===== config.mk =====
export PLATFORM = sky130hd
export DESIGN_NAME = shifter_pipelined_flat
export DESIGN_NICKNAME = d
export VERILOG_FILES = /design/src/rtl/shifter_pipelined_if.sv /design/src/rtl/shifter_pipelined.sv /design/src/flat_wrapper.sv
export SDC_FILE = /design/constraint.sdc
export NUM_CORES = 1
export LEC_CHECK = 0
export CELL_PAD_IN_SITES_DETAIL_PLACEMENT = 0
export CELL_PAD_IN_SITES_GLOBAL_PLACEMENT = 1
export CORE_MARGIN = 5
export CORE_UTILIZATION = 43
export CTS_BUF_LIST = sky130_fd_sc_hd__clkbuf_16
export DETAILED_ROUTE_END_ITERATION = 10
export HOLD_SLACK_MARGIN = 0.12
export PLACE_DENSITY_LB_ADDON = 0.3
export REMOVE_ABC_BUFFERS = 1
export SYNTH_ARGS = -nofsm -noshare
export SYNTH_HDL_FRONTEND = slang
export SYNTH_SLANG_ARGS = --single-unit
export TNS_END_PERCENT = 30

===== constraint.sdc =====
create_clock -name clk -period 3.3 [get_ports clk]
set_input_delay 0.33 -clock clk [delete_from_list [all_inputs] [get_ports clk]]
set_output_delay 0.33 -clock clk [all_outputs]
set_load 0.05 [all_outputs]

===== src/rtl/shifter_pipelined_if.sv =====
// Handshake bundle for the pipelined shifter.
// Valid/ready rule on both sides: a transfer happens on a rising clock edge
// when valid and ready are both high. Once valid is raised, the payload holds
// stable until that transfer.
// The slave modport is the shifter; the master modport is the requester/consumer.
interface shifter_pipelined_if #(
    parameter int N = 32,
    parameter int S = $clog2(N)
);
    logic         in_valid;
    logic         in_ready;
    logic [N-1:0] in_data;
    logic [S-1:0] shamt;
    logic [1:0]   op;
    logic         out_valid;
    logic         out_ready;
    logic [N-1:0] out_data;
    logic         carry;
    logic         zero;

    modport master (
        output in_valid, in_data, shamt, op, out_ready,
        input  in_ready, out_valid, out_data, carry, zero
    );

    modport slave (
        input  in_valid, in_data, shamt, op, out_ready,
        output in_ready, out_valid, out_data, carry, zero
    );
endinterface


===== src/rtl/shifter_pipelined.sv =====
// Two-stage pipelined barrel shifter: SLL, SRL, SRA and optional ROR.
// Stage 1 resolves shamt[LO-1:0] and the carry flag. Stage 2 resolves
// shamt[S-1:LO] and the zero flag.
// Optional feature macro: SHIFTER_ROTATE_EN. When it is defined, op=11 rotates
// right. When it is undefined, op=11 passes the operand through with carry=0.
module shifter_pipelined #(
    parameter int N  = 32,
    parameter int S  = $clog2(N),
    parameter int LO = S / 2
) (
    input  logic                clk,
    input  logic                rst,
    shifter_pipelined_if.slave  bus
);
    localparam int HI = S - LO;

    // One shift step for the given op. Two partial steps compose to the full
    // shift. For SRA, the MSB survives stage 1, so stage 2 still sees the
    // original sign bit.
    function automatic logic [N-1:0] shift_op(input logic [N-1:0] x,
                                              input logic [1:0]   o,
                                              input logic [S-1:0] amt);
        logic [N-1:0] r;
        r = x;
        case (o)
            2'b00:   r = x << amt;
            2'b01:   r = x >> amt;
            2'b10:   r = $signed(x) >>> amt;
`ifdef SHIFTER_ROTATE_EN
            2'b11:   r = N'({x, x} >> amt);
`endif
            default: r = x;
        endcase
        return r;
    endfunction

    logic         s1_valid, s2_valid;
    logic [N-1:0] s1_data, s2_data;
    logic [1:0]   s1_op;
    logic [HI-1:0] s1_hi;
    logic         s1_carry, s2_carry, s2_zero;
    logic         s1_adv, s2_adv;
    logic [N-1:0] s1_next, s2_next;
    logic [S-1:0] idx_sll, idx_sr;
    logic         carry_next;

    assign s2_adv        = !s2_valid || bus.out_ready;
    assign s1_adv        = !s1_valid || s2_adv;
    assign bus.in_ready  = s1_adv;
    assign bus.out_valid = s2_valid;
    assign bus.out_data  = s2_data;
    assign bus.carry     = s2_carry;
    assign bus.zero      = s2_zero;

    // Carry from the full shift amount: the last operand bit that falls off the end.
    always_comb begin
        idx_sll    = '0 - bus.shamt;       // N - shamt, modulo N
        idx_sr     = bus.shamt - S'(1);
        carry_next = 1'b0;
        if (bus.shamt != '0) begin
            case (bus.op)
                2'b00:   carry_next = bus.in_data[idx_sll];
                2'b01,
                2'b10:   carry_next = bus.in_data[idx_sr];
`ifdef SHIFTER_ROTATE_EN
                // The bit that wraps into the MSB is in_data[shamt-1].
                2'b11:   carry_next = bus.in_data[idx_sr];
`endif
                default: carry_next = 1'b0;
            endcase
        end
    end

    // Partial shifts for each stage: low shamt bits in stage 1, high bits in stage 2.
    always_comb begin
        s1_next = shift_op(bus.in_data, bus.op, {{HI{1'b0}}, bus.shamt[LO-1:0]});
        s2_next = shift_op(s1_data, s1_op, {s1_hi, {LO{1'b0}}});
    end

    // Pipeline registers. A stage loads whenever the stage downstream can take its contents.
    always_ff @(posedge clk) begin
        if (rst) begin
            s1_valid <= 1'b0;
            s1_data  <= '0;
            s1_op    <= '0;
            s1_hi    <= '0;
            s1_carry <= 1'b0;
            s2_valid <= 1'b0;
            s2_data  <= '0;
            s2_carry <= 1'b0;
            s2_zero  <= 1'b0;
        end else begin
            if (s1_adv) begin
                s1_valid <= bus.in_valid;
                if (bus.in_valid) begin
                    s1_data  <= s1_next;
                    s1_op    <= bus.op;
                    s1_hi    <= bus.shamt[S-1:LO];
                    s1_carry <= carry_next;
                end
            end
            if (s2_adv) begin
                s2_valid <= s1_valid;
                if (s1_valid) begin
                    s2_data  <= s2_next;
                    s2_carry <= s1_carry;
                    s2_zero  <= (s2_next == '0);
                end
            end
        end
    end
endmodule


===== src/flat_wrapper.sv =====
// flat-port wrapper written by rule: the top's interface ports become plain ports
module shifter_pipelined_flat 
#(
    parameter int N  = 32,
    parameter int S  = $clog2(N),
    parameter int LO = S / 2
)
  (clk, rst, bus_in_valid, bus_in_data, bus_shamt, bus_op, bus_out_ready, bus_in_ready, bus_out_valid, bus_out_data, bus_carry, bus_zero);
  shifter_pipelined_if #(.N(N), .S(S)) bus_i ();
  input  logic clk;
  input  logic rst;
  input wire logic [$bits(bus_i.in_valid)-1:0] bus_in_valid;
  input wire logic [$bits(bus_i.in_data)-1:0] bus_in_data;
  input wire logic [$bits(bus_i.shamt)-1:0] bus_shamt;
  input wire logic [$bits(bus_i.op)-1:0] bus_op;
  input wire logic [$bits(bus_i.out_ready)-1:0] bus_out_ready;
  output wire logic [$bits(bus_i.in_ready)-1:0] bus_in_ready;
  output wire logic [$bits(bus_i.out_valid)-1:0] bus_out_valid;
  output wire logic [$bits(bus_i.out_data)-1:0] bus_out_data;
  output wire logic [$bits(bus_i.carry)-1:0] bus_carry;
  output wire logic [$bits(bus_i.zero)-1:0] bus_zero;
  assign bus_i.in_valid = bus_in_valid;
  assign bus_i.in_data = bus_in_data;
  assign bus_i.shamt = bus_shamt;
  assign bus_i.op = bus_op;
  assign bus_i.out_ready = bus_out_ready;
  assign bus_in_ready = bus_i.in_ready;
  assign bus_out_valid = bus_i.out_valid;
  assign bus_out_data = bus_i.out_data;
  assign bus_carry = bus_i.carry;
  assign bus_zero = bus_i.zero;
  shifter_pipelined #(.N(N), .S(S), .LO(LO)) u_core (.clk(clk), .rst(rst), .bus(bus_i));
endmodule

# After elaboration in Yosys (flattened, before gate mapping)
# Index checks and enable logic that the tools add are counted.
# W data, S select, Z words.
dict set report op_classes {
  add_sub_neg 2
  order_cmp 2
  n_eq_ne 4
  n_shift 6
  mux 8
  n_reduce_logical 11
}
# operator count
set ops {}
lappend ops {{$pmux W32 S3} 2}
lappend ops {{$logic_not A32 Y1} 1}
lappend ops {{$shl A32 B2 Y32} 1}
lappend ops {{$shl A32 B5 Y32} 1}
lappend ops {{$shr A32 B2 Y32} 1}
lappend ops {{$shr A32 B5 Y32} 1}
lappend ops {{$sshr A32 B2 Y32} 1}
lappend ops {{$sshr A32 B5 Y32} 1}
lappend ops {{$lt A5 B6 Y1 const B} 2}
lappend ops {{$bmux W1 S5} 2}
lappend ops {{$reduce_bool A5 Y1} 1}
lappend ops {{$sub A1 B5 Y5 const A} 1}
lappend ops {{$sub A5 B1 Y5 const B} 1}
lappend ops {{$eq A2 B1 Y1 const B} 2}
lappend ops {{$eq A2 B2 Y1 const B} 2}
lappend ops {{$logic_not A2 Y1} 2}
lappend ops {{$reduce_and A2 Y1} 2}
lappend ops {{$mux W1} 3}
lappend ops {{$logic_not A1 Y1} 2}
lappend ops {{$logic_or A1 B1 Y1} 2}
lappend ops {{$pmux W1 S2} 1}
lappend ops {{$reduce_or A2 Y1} 1}
dict set report totals {
  reg_bits 74
  inputBits 43
  output_inout_bits 36
  wordCells 42
}

# Longest topological paths before layout
dict set report depth {
  depth_word 5
  ltp_mapped 13
  depth_no_buf 10
}

# Worst setup path before layout
# OpenSTA, ideal clock, no wires.
dict set report synth_timing {
  path_kind {flip-flop to flip-flop}
  start {register u_core.s1_hi[1]}
  end {register u_core.s2_zero, in the netlist u_core.bus.zero}
  setup_time_ns 0.069
  arrival_ns 2.900
  required_ns 3.231
  setup_slack_ns 0.331
  stages_incl_launch_ff 12
  path_buffers 3
  synth_period_minus_slack_ns 2.969
  cell_sequence {dfxtp_1 buf_2 buf_2 buf_1 mux4_2 nand2_1 nand4_1 a21oi_1 nand4b_1 or4_1 or4b_1 o21ai_1}
}
dict set report synth_between {
  elab_chain_cells 3
  word_cells_on_any_way 5
  cone_classes {shift: 3; mux: 1; reduce/logical: 1}
}
# item line_no
set synth_lines {}
lappend synth_lines {{start: declaration} shifter_pipelined.sv:40} ;# logic [HI-1:0] s1_hi;
lappend synth_lines {{start signal: assignment} shifter_pipelined.sv:98} ;# s1_hi <= bus.shamt[S-1:LO];
lappend synth_lines {{$sshr A32 B5 Y32, or another cell as far along} shifter_pipelined.sv:28} ;# 2'b10: r = $signed(x) >>> amt;
lappend synth_lines {{$pmux W32 S3 *} shifter_pipelined.sv:25} ;# case (o)
lappend synth_lines {{$logic_not A32 Y1 *} shifter_pipelined.sv:107} ;# s2_zero <= (s2_next == '0);
lappend synth_lines {{end signal: assignment} shifter_pipelined.sv:107}
lappend synth_lines {{end: declaration} shifter_pipelined.sv:41} ;# logic s1_carry, s2_carry, s2_zero;
# Every way passes the cells marked *; elsewhere a longest branch is shown, timed or not.
# A chain may end at the register's enable or synchronous reset.

# Final worst setup path
dict set report layout_timing {
  start {register u_core.s1_hi[0]}
  end {register u_core.s2_zero, in the netlist u_core.bus.zero}
}
# The elaborated chain is that of the path after synthesis.

==> metrics.txt <==
status=finished, final reports clean; post-route cell area=around 9000 sq um; mapped cell area=7470 sq um; Register-to-Register Path Depth=7; Final Power=3.30 mW; HP Class=reg2reg; Rows=48; clock latency on the worst-skew pair=340 ps; Tot GR Track Use=27.3%; Maximum Capacitance Violations=0; sequential power share=31.1%; crit path capture type=flip-flop; kind of critical path=reg2reg; slowest CP cell=or4_1; Gate Count Post-Synth=1039; Hold-fix buffers, CTS=0; Die ar.=20100 sq um; DR vias=around 8500; clk buf depth=2; share of cells above drive strength 1=14.7%; fin nets=around 1200; Worst-Margin Slew=roughly 800 ps; largest net degree at the start of global routing=just under 90; Setup-failing EPs final=0; drc violations=0; die height=142 microns; DP HPWL=20600 microns; Clk pin slew, worst setup/hold paths=60 ps; WP data required=3570 ps; H-Tree Depth=3; Pre-antenna DRT Iters=5; PwrDens=362 nW/um^2; combinational share of power=between 30% and 40%; Post-synth EDFFs=0; area leader, netlist=dfxtp_1; CTS tree=built; Final GP Congestion=between 0.9 and 1; critical path launch point type=flip-flop; Sw Share=37.5%; Final period util=96.8%; Worst Min Path Start=u_core.bus.out_data[6]; Tmin final=3200 ps; grt total ovfl=0; placeable core area=about 17000 sq um; first-pass GRT wire length=44200 microns; Max Transition Viols Final=0; internal power=2.07 mW; total wire length=28000 microns; critical path data arrival time=roughly 3500 ps; ANT nets after route=0; number of diodes=0; flops & latches, synth=74; top cell type's share of synthesized area=19.8%; DR WL/cell=21.0 microns; CTS Buf Count=9; CTS resizes=0; Area after DPL=between 8000 and 9000 sq um; FMAX=approximately 310 MHz; leakage=3.35 nW; ys async rst share=0%; IO Port Bufs=approximately 80; vias in the first global route=7845; RSZ-0062 raised after global routing=no; max incr delay on CP=540 ps; post-synthesis sequential area ratio=about a fifth; initial antenna violation count=0; clock power share=29.7%; Synth Flop Type=dfxtp_1; hold depth=2; Via density=6.34; final-report hold violation count=0; die width=142 microns; # IOs=79; Num Clock Sinks=74; warnings from Yosys=0; Max transition margin=47.2%; Initial Util=43.5%; drt initial violations=775; # Post-CTS Setup Buffers=0; top post-synthesis cells by area=dfxtp_1 (20%), nand2_1 (8.7%), mux2i_1 (8.0%), a21oi_1 (7.9%), mux4_2 (7.8%); area growth from synthesis to layout=22.1%; syn_area_per_cell=approximately 7.2 sq um; Clock Tree Root=clkbuf_16; worst path cell trace=mux2_4 > mux2_4 > a221o_1 > or4_1 > or4_1 > or4b_1 > o21ai_1; crit-path max FO=13; Psw=1.24 mW; worst vdd ir=0.000185 V; FF-to-FF Start=u_core.s1_hi[0]; Worst Setup SP=u_core.s1_hi[0]; clock skew=between 7 and 8 ps; Synth cell types=72
Yosys cell counts (4+ instances only):
cell type  count
nor2_1        89
nor2b_1       25
o31ai_1        5
buf_1         13
nor3b_1        4
nor3_1        22
nand3b_1       5
clkbuf_1      71
a21oi_1      118
and3_1         5
a2bb2oi_1      4
inv_1         14
a31oi_1       11
a311oi_1       4
a22oi_1        5
mux2i_1       60
a211oi_1      37
o311ai_0       5
mux4_2        26
nand3_1       24
a21boi_0       5
a221oi_1       7
and2_1         7
or2_2          5
nand2b_1       7
mux2_2        18
a221o_1        7
dfxtp_1       74
o21ai_0       55
o211ai_1      28
ha_1           6
buf_2         13
o22ai_1        8
nand4_1        5
nand2_1      173
a32oi_1       10
state kept, by name, indices dropped and copies added, names as in the netlist:
signal	cells
u_core.bus.carry	1
u_core.s1_valid	1
u_core.bus.zero	1
u_core.s1_data	32
u_core.s1_op	2
u_core.s1_hi	3
u_core.bus.out_data	32
u_core.bus.out_valid	1
u_core.s1_carry	1
placed cells by master (no fill, tap or decap), drive strengths merged, types with 17 or more instances in the layout:
master,Yosys,routed
dfxtp,74,74
mux2,21,21
buf,30,79
mux4,26,26
o211ai,28,28
mux2i,60,60
nor2,89,89
nand2,173,173
a211oi,37,37
inv,15,17
o21ai,56,56
clkdlybuf4s50,0,75
nand3,24,24
a21oi,118,118
nor3,22,22
nor2b,25,25
routing by layer:
layer | GRT usage (%) | vias up | wire length [microns]
li1 | - | 3992 | -
met1 | 35.6 | 3966 | 11800
met2 | 44.9 | 418 | 13000
met3 | 3.98 | 82 | 1970
met4 | 11.8 | 0 | 1200
met5 | 0 | - | 0
critical path: cells and delay by family (launching register included):
kind             cells  cell delay, ps
AO/OA/AOI/OAI        2             510
multiplexers         2             580
flip-flops           1             450
AND/OR/NAND/NOR      3            1570
path summary, 6_finish.rpt:
check | end | slack, ps
worst min-delay path | u_core.bus.out_data[6] | 450
worst min register to register | u_core.bus.out_data[6] | 450
worst max-delay path | u_core.bus.zero | 100
worst max register to register | u_core.bus.zero | 100
per-stage QoR:
| stage | TNS [ps] | cells | setup WS, ps | hold slack (ps) | utilization [%] |
|---|---|---|---|---|---|
| floorplan | -7050 | 938 | -1650 | 399 | - |
| global placement | 0 | 1317 | 121 | 442 | 51.0 |
| detailed placement | 0 | 1317 | 106 | 447 | 51.0 |
| CTS | 0 | 1333 | 88.6 | 456 | 52.7 |
| global route | 0 | 1335 | 8.39 | 469 | 53.2 |
| finish | 0 | 1335 | 105 | 453 | 53.2 |
power by group through the flow:
stage | Clock [mW] | Sequential [mW] | Combinational [mW]
after global routing | 1.05 | 1.03 | 1.39
final | 0.981 | 1.03 | 1.29
after detailed placement | 0 | 1.04 | 1.26
after floorplan | 0 | 1.15 | 0.624
after CTS | 1.00 | 1.02 | 1.26
after global placement | 0 | 1.04 | 1.26
kinds of logic after synthesis:
| family | share of synthesized area [%] |
|---|---|
| flip-flops | 19.8 |
| buffers and inverters | 6.39 |
| XOR/XNOR | 0.586 |
| AO/OA/AOI/OAI | 29.5 |
| AND/OR/NAND/NOR | 23.4 |
| multiplexers | 19.2 |
| adder cells (fa/ha/maj) | 1.14 |
cell type report:
type / instances / area [sq um]
Clock buffer: 9 / 225
Clock inverter: 7 / 70.1
Fill cell: 1753 / 8050
Inverter: 17 / 63.8
Multi-Input combinational cell: 847 / 5550
Sequential cell: 74 / 1490
Tap cell: 225 / 282
Timing Repair Buffer: 156 / 1450
Note: power is estimated with default switching activity, not from simulation.
